==> src/rtl/speaker_ctl_pkg.sv <==
// Shared constants and types for the I2S speaker controller.
// All divider taps come from a single free-running 9-bit frame counter.
package speaker_ctl_pkg;

    localparam int unsigned SCK_DIV    = 16;
    localparam int unsigned FRAME_CLKS = 512;
    localparam int unsigned MCLK_BIT   = 1;
    localparam int unsigned SCK_BIT    = 3;
    localparam int unsigned LRCK_BIT   = 8;
    localparam int unsigned LATCH_CNT  = FRAME_CLKS - 1;

    typedef logic [15:0] sample_t;

    function automatic sample_t mute_gate(input sample_t s, input logic mute);
        return mute ? '0 : s;
    endfunction

endpackage

==> src/rtl/speaker_ctl_if.sv <==
// Sample-in / I2S-out bundle between the tone generator, the controller and the DAC pins.
interface speaker_ctl_if #(
    parameter int unsigned SAMPLE_W = 16
);

    logic [SAMPLE_W-1:0] audio_left;
    logic [SAMPLE_W-1:0] audio_right;
    logic                mute;
    logic                audio_mclk;
    logic                audio_lrck;
    logic                audio_sck;
    logic                audio_sdin;
    logic                sample_tick;

    modport master (
        output audio_left, audio_right, mute,
        input  audio_mclk, audio_lrck, audio_sck, audio_sdin, sample_tick
    );

    modport slave (
        input  audio_left, audio_right, mute,
        output audio_mclk, audio_lrck, audio_sck, audio_sdin, sample_tick
    );

endinterface

==> src/rtl/speaker_clk_gen.sv <==
// Frame counter for the I2S link: MCLK/SCK/LRCK are raw counter bits, plus
// the once-per-frame latch strobe and the end-of-slot strobe.
module speaker_clk_gen
    import speaker_ctl_pkg::*;
#(
    parameter int unsigned CNT_W = 9
) (
    input  logic clk,
    input  logic rst_n,
    output logic mclk,
    output logic sck,
    output logic lrck,
    output logic latch,
    output logic slot_end
);

    localparam int unsigned SLOT_W = $clog2(SCK_DIV);

    logic [CNT_W-1:0] div_cnt;

    always_ff @(posedge clk or negedge rst_n) begin
        if (!rst_n) begin
            div_cnt <= '0;
        end else begin
            div_cnt <= div_cnt + 1'b1;
        end
    end

    assign mclk     = div_cnt[MCLK_BIT];
    assign sck      = div_cnt[SCK_BIT];
    assign lrck     = div_cnt[LRCK_BIT];
    assign latch    = (div_cnt == CNT_W'(LATCH_CNT));
    assign slot_end = (div_cnt[SLOT_W-1:0] == '1);

endmodule

==> src/rtl/speaker_ctl.sv <==
// Latches one stereo sample pair per 512-clk frame and serialises it as
// I2S (MSB first, one-slot delay) towards the external DAC.
module speaker_ctl
    import speaker_ctl_pkg::*;
#(
    parameter int unsigned SAMPLE_W = 16,
    parameter int unsigned CNT_W    = 9
) (
    input  logic clk,
    input  logic rst_n,
    speaker_ctl_if.slave bus
);

    localparam int unsigned FRAME_W = 2 * SAMPLE_W;

    logic               latch;
    logic               slot_end;
    logic [FRAME_W-1:0] shreg;
    logic               sdin;

    speaker_clk_gen #(
        .CNT_W (CNT_W)
    ) u_clk_gen (
        .clk      (clk),
        .rst_n    (rst_n),
        .mclk     (bus.audio_mclk),
        .sck      (bus.audio_sck),
        .lrck     (bus.audio_lrck),
        .latch    (latch),
        .slot_end (slot_end)
    );

    // At the latch edge the shifter has been shifted 31 times, so its MSB is
    // the previous frame's right LSB: that bit lands in slot 0 while the new
    // pair is loaded, which is exactly the I2S one-slot delay.
    always_ff @(posedge clk or negedge rst_n) begin
        if (!rst_n) begin
            shreg <= '0;
            sdin  <= 1'b0;
        end else if (slot_end) begin
            sdin <= shreg[FRAME_W-1];
            if (latch) begin
                shreg <= {mute_gate(bus.audio_left, bus.mute),
                          mute_gate(bus.audio_right, bus.mute)};
            end else begin
                shreg <= {shreg[FRAME_W-2:0], 1'b0};
            end
        end
    end

    assign bus.audio_sdin  = sdin;
    assign bus.sample_tick = latch;

endmodule

==> src/flat_wrapper.sv <==
// flat-port wrapper written by rule: the top's interface ports become plain ports
module speaker_ctl_flat import speaker_ctl_pkg::*;
#(
    parameter int unsigned SAMPLE_W = 16,
    parameter int unsigned CNT_W    = 9
)
  (clk, rst_n, bus_audio_left, bus_audio_right, bus_mute, bus_audio_mclk, bus_audio_lrck, bus_audio_sck, bus_audio_sdin, bus_sample_tick);
  speaker_ctl_if #(.SAMPLE_W(SAMPLE_W)) bus_i ();
  input  logic clk;
  input  logic rst_n;
  input wire logic [$bits(bus_i.audio_left)-1:0] bus_audio_left;
  input wire logic [$bits(bus_i.audio_right)-1:0] bus_audio_right;
  input wire logic [$bits(bus_i.mute)-1:0] bus_mute;
  output wire logic [$bits(bus_i.audio_mclk)-1:0] bus_audio_mclk;
  output wire logic [$bits(bus_i.audio_lrck)-1:0] bus_audio_lrck;
  output wire logic [$bits(bus_i.audio_sck)-1:0] bus_audio_sck;
  output wire logic [$bits(bus_i.audio_sdin)-1:0] bus_audio_sdin;
  output wire logic [$bits(bus_i.sample_tick)-1:0] bus_sample_tick;
  assign bus_i.audio_left = bus_audio_left;
  assign bus_i.audio_right = bus_audio_right;
  assign bus_i.mute = bus_mute;
  assign bus_audio_mclk = bus_i.audio_mclk;
  assign bus_audio_lrck = bus_i.audio_lrck;
  assign bus_audio_sck = bus_i.audio_sck;
  assign bus_audio_sdin = bus_i.audio_sdin;
  assign bus_sample_tick = bus_i.sample_tick;
  speaker_ctl #(.SAMPLE_W(SAMPLE_W), .CNT_W(CNT_W)) u_core (.clk(clk), .rst_n(rst_n), .bus(bus_i));
endmodule
==> config.mk <==
export PLATFORM = sky130hd
export DESIGN_NAME = speaker_ctl_flat
export DESIGN_NICKNAME = d
export VERILOG_FILES = /design/src/rtl/speaker_ctl_pkg.sv /design/src/rtl/speaker_ctl_if.sv /design/src/rtl/speaker_clk_gen.sv /design/src/rtl/speaker_ctl.sv /design/src/flat_wrapper.sv
export SDC_FILE = /design/constraint.sdc
export NUM_CORES = 1
export LEC_CHECK = 0
export CAP_MARGIN = 20
export CORE_MARGIN = 2
export CORE_UTILIZATION = 51
export DETAILED_ROUTE_END_ITERATION = 6
export GPL_ROUTABILITY_DRIVEN = 1
export PLACE_DENSITY = 0.81
export SLEW_MARGIN = 20
export SYNTH_ARGS = -nofsm -noshare
export SYNTH_HDL_FRONTEND = slang
export SYNTH_SLANG_ARGS = --single-unit
==> constraint.sdc <==
create_clock -name clk -period 2.3 [get_ports clk]
set_input_delay 0.46 -clock clk [delete_from_list [all_inputs] [get_ports clk]]
set_output_delay 0.46 -clock clk [all_outputs]
set_load 0.05 [all_outputs]
* Word-level counts from Yosys, hierarchy flattened *
Cells that the tools add are included.

cells by class
  eq/ne operators = 2
  add/sub/neg operators = 1
  mux-type cells = 3

operators with widths
  operator             count
  $mux 16              2
  $mux 32              1
  $add 9x1->9 const B  1
  $eq 9x9->1 const B   1
  $eq 4x4->1 const B   1

word-level totals
  logic and storage cells = 9
  bits of input ports = 35
  output and inout port bits = 5
  register bits after elaboration = 42

* Logic depth before layout (Yosys ltp) *
  word-level depth = 2
  mapped depth = 8
  mapped depth without buffers = 7

* Hierarchy *
Synthesis repeated with hierarchy kept, for this count alone.

unflattened totals
  cells, all modules = 207
  area, all modules = 2075.7 um^2

by module, submodules not included
  module           area each (um^2)  cells each  sequential area each (um^2)  instances
  speaker_ctl      1706.6            178         825.8                        1
  speaker_clk_gen  369.1             29          225.2                        1

* Least setup slack after synthesis *
OpenSTA, ideal clock, no wires.

  path type = register to output
  from = register u_core.u_clk_gen.div_cnt[1]
  to = output bus_sample_tick
  arrival time = 1.624 ns
  stages on the path, launching flop included = 5
  slack = 0.216 ns
  buffers on the path = 0
  required time = 1.840 ns
  cell sequence = dfrtp_1 > ha_1 > nand3_1 > nor2_1 > ha_1

between the ends
  word-level cells in the longest chain between the ends = 1

RTL lines
  what                    RTL line               text
  start, declared         speaker_clk_gen.sv:19  logic [CNT_W-1:0] div_cnt;
  start signal, assigned  speaker_clk_gen.sv:25  div_cnt <= div_cnt + 1'b1;
  $eq 9x9->1              speaker_clk_gen.sv:32  assign latch = (div_cnt == CNT_W'(LATCH_CNT));
  end, declared           flat_wrapper.sv:18     output wire logic [$bits(bus_i.sample_tick)-1:0] bus_sample_tick;

Every way passes these cells.

* Worst setup path after layout *
  from = register u_core.u_clk_gen.div_cnt[3]
  to = output bus_audio_sck

RTL lines
  what           RTL line            text
  end, declared  flat_wrapper.sv:16  output wire logic [$bits(bus_i.audio_sck)-1:0] bus_audio_sck;

No word-level cell between the ends.

==> flow_summary.rst <==
.. list-table::
   :header-rows: 1

   * - Metric
     - Value
   * - Run status
     - finished clean
   * - Data arrival time of the critical path
     - 1.60 ns
   * - CP startpoint kind
     - flop
   * - Mean routed wirelength per cell
     - 13.1 um
   * - Max Transition Viols Final
     - 0
   * - Max-capacitance violation count
     - 0
   * - Path class of the lowest-slack min-delay path
     - input pin to async pin
   * - Final cycle utilization of the critical path
     - 89.5%
   * - Average via count per standard cell
     - 5.04
   * - First-pass GRT wire length
     - 6460 um
   * - Setup_tns
     - 0 ns
   * - Max Clock Skew
     - 0.00912 ns
   * - Placement-stage cell area
     - 2370 um^2
   * - Area of the die
     - 4370 um^2
   * - Share of the synthesized area in the top cell type
     - 53.4%
   * - Maximum level of the CTS H-tree
     - 2
   * - Routed vias
     - 1472
   * - Actual slew at the worst max-slew pin
     - 0.915 ns
   * - Initial core utilization
     - 53.3%
   * - Chip Height
     - 66.1 um
   * - Distinct cells, synth
     - 24
   * - Count of unresolved DRC violations after routing
     - 0
   * - # IOs
     - 40
   * - Register-to-Register Path Depth
     - 8
   * - Critical path fanouts, max
     - 6
   * - Crit-path max cell delay
     - 0.84 ns
   * - Global routing usage summed across all routing layers
     - 19.8%
   * - Static power due to leakage
     - 1.13 nW
   * - Most common cell in the netlist
     - sky130_fd_sc_hd__dfrtp_1
   * - Pre-Repair DR Iteration Count
     - 4
   * - Register bit count reported by yosys
     - 42
   * - Aggregate global routing overflow
     - 0
   * - Global placer's final weighted congestion
     - 0.755
   * - Number of fill cells
     - 302
   * - Multi-input combinational cell area
     - 813 um^2
   * - Ys flop type
     - sky130_fd_sc_hd__dfrtp_1
   * - Detailed placement HPWL
     - 2560 um
   * - Largest net degree at the start of global routing
     - 43
   * - Final Non-Filler Cells
     - 292
   * - CTS tree
     - done
   * - Horiz. Die Dim
     - 66.1 um
   * - Core area
     - 3690 um^2
   * - Row count
     - 22
   * - Cts hold-fix bufs
     - 0
   * - Worst endpoint required time
     - 1.84 ns
   * - PD cells
     - 527 nW/um^2
   * - Number of diodes
     - 0
   * - Via count of the first global-routing pass
     - 1430
   * - Final wirelength
     - 3810 um
   * - Number of standard cells after synthesis
     - 204
   * - Count of buffers inserted at the top-level ports
     - 39
   * - Post-layout minimum cycle time
     - 2.06 ns
   * - Yosys warning count
     - 0
   * - Unrepaired setup endpoints after global routing
     - no
   * - Upper clock frequency limit
     - 486 MHz
   * - Gate family responsible for the most delay along the worst path
     - buffers and inverters
   * - Critical path buffer and inverter count
     - 1
   * - Normalized max-slew margin
     - 39.0%
   * - Final setup violation count
     - 0
   * - Cts bufs inserted
     - 5
   * - Antenna violations before repair
     - 0
   * - Sequential area share after synthesis
     - 53.4%
   * - Post-CTS resize count
     - 0
   * - Placed cells
     - 284
   * - Latest clock arrival within the worst-skew pair
     - 0.29 ns
   * - Slowest stage cell, crit path
     - sky130_fd_sc_hd__clkdlybuf4s50_1
   * - Commonest cells post-synth
     - 42 x sky130_fd_sc_hd__dfrtp_1, 34 x sky130_fd_sc_hd__nand2_1, 31 x sky130_fd_sc_hd__nor2b_1
   * - Initial DRC count
     - 84
   * - Total setup buffers inserted after CTS
     - 0
   * - Worst-path clk slew
     - 0.07 ns
   * - Mapped Area
     - 1970 um^2
   * - FF-to-FF setup slack
     - 0.42 ns
   * - Number of nets with antenna violations after routing
     - 0
   * - Critical path cell sequence
     - clkdlybuf4s50_1
   * - Type of the worst setup path
     - flop to output pin
   * - Async set-or-reset flop fraction in the synthesized netlist
     - 100%
   * - FF-to-FF Start
     - u_core.u_clk_gen.div_cnt[1]
   * - Number of buffers on the longest clock path
     - 2
   * - Net count of the finished layout
     - 281
   * - Synth-to-Final Area Change
     - 25.3%
   * - Final count of hold timing violations
     - 0
   * - Total number of clock tree sinks
     - 42
   * - CP Capture Type
     - output pin
   * - Depth of the critical timing path with buffers and inverters included
     - 1
   * - Tightest hold margin
     - 0.298 ns
   * - Fraction of final layout cells sized beyond drive strength 1
     - 7.79%
   * - Top cells by area in the synthesized netlist
     - sky130_fd_sc_hd__dfrtp_1 53%, sky130_fd_sc_hd__nor2b_1 9.9%, sky130_fd_sc_hd__a21oi_1 7.6%
   * - Number of enable-type register cells in the synthesized netlist
     - 0
   * - Post-route design area
     - 2460 um^2
   * - Worst reg2reg endpoint
     - u_core.shreg[9]
   * - Total nets after synthesis
     - 242
   * - Combined flip-flop and latch cell area
     - 1050 um^2
   * - Cell taking the most area after synthesis
     - sky130_fd_sc_hd__dfrtp_1
   * - Avg Cell Area, Syn
     - 9.64 um^2
   * - Clk Tree Root Cell
     - sky130_fd_sc_hd__clkbuf_8
   * - Worst supply voltage drop on vdd
     - 471 uV
-- power breakdown --
part | total [mW] | leakage [nW] | internal [mW] | switching, mW
clock | 0.485 | 0.0472 | 0.241 | 0.244
combinational | 0.0747 | 0.665 | 0.0505 | 0.0241
sequential | 0.738 | 0.416 | 0.738 | 0
total | 1.30 | 1.13 | 1.03 | 0.268
-- worst register-to-register path: cells and delay by family (launching register included) --
kind	cells	cell delay (ns)
AO/OA/AOI/OAI	2	0.31
adder cells (fa/ha/maj)	2	0.46
buffers and inverters	1	0.30
flip-flops	1	0.38
AND/OR/NAND/NOR	3	0.36
-- how the worst max path moves through the flow --
stage	startpoint	to	slack, ns
global route	u_core.u_clk_gen.div_cnt[3]	bus_audio_sck	0.18
floorplan	u_core.u_clk_gen.div_cnt[1]	bus_sample_tick	0.22
finish	u_core.u_clk_gen.div_cnt[3]	bus_audio_sck	0.24
global placement	u_core.u_clk_gen.div_cnt[1]	u_core.shreg[17]	0.49
CTS	u_core.u_clk_gen.div_cnt[3]	bus_audio_sck	0.22
detailed placement	u_core.u_clk_gen.div_cnt[1]	u_core.shreg[2]	0.42
-- kinds of logic (layout without fill, tap and decap cells) --
family / after synthesis / count (layout) / synth area share [%]
buf+inv: 14 / 54 / 5.22
fa+ha+maj: 3 / 3 / 1.91
xor+xnor: 6 / 6 / 3.05
mux: 2 / 2 / 1.27
compound gates: 62 / 62 / 15.9
flops: 42 / 42 / 53.4
simple gates: 75 / 75 / 19.2
-- stage by stage --
| stage | utilization [%] | setup WS [ns] | total power, mW |
|---|---|---|---|
| after floorplan | - | 0.216 | 0.754 |
| after CTS | 66.8 | 0.225 | 1.32 |
| after global placement | 64.2 | 0.490 | 0.829 |
| after global routing | 66.8 | 0.176 | 1.36 |
| final | 66.8 | 0.242 | 1.30 |
| after detailed placement | 64.2 | 0.416 | 0.829 |
-- final cells by class --
cell class,instances,share of cell area [%]
flip-flops and latches,42,42.7
multi-input cells,148,33.0
clock buffers,6,3.35
inverters,1,0.152
clock inverters,2,0.508
repair buffers,45,17.9
well taps,48,2.44
-- state kept, by name, summed over array words and instances, names as in the netlist --
name,count
u_core.bus.audio_sdin,1
u_core.shreg,32
u_core.u_clk_gen.div_cnt,9
-- layout by cell type, fill, tap and decap left out, drive strengths merged --
master / n
ha: 3
xnor2: 3
a21oi: 30
nand2: 34
clkinv: 1
nand4: 1
clkdlybuf4s50: 37
mux2: 1
xor2: 3
dfrtp: 42
nand3: 4
inv: 1
clkbuf: 6
nor2b: 31
nor2: 3
and2b: 1
buf: 8
mux2i: 1
o31ai: 1
clkinvlp: 1
and3: 1
o21ai: 31
-- per-layer routing --
layer	share of wire (%)	global-route usage [%]
met5	0	0
met4	1.1	6.89
met1	47	26.9
met2	47	30.8
met3	4.0	5.11
Note: power is estimated with default switching activity, not from simulation.
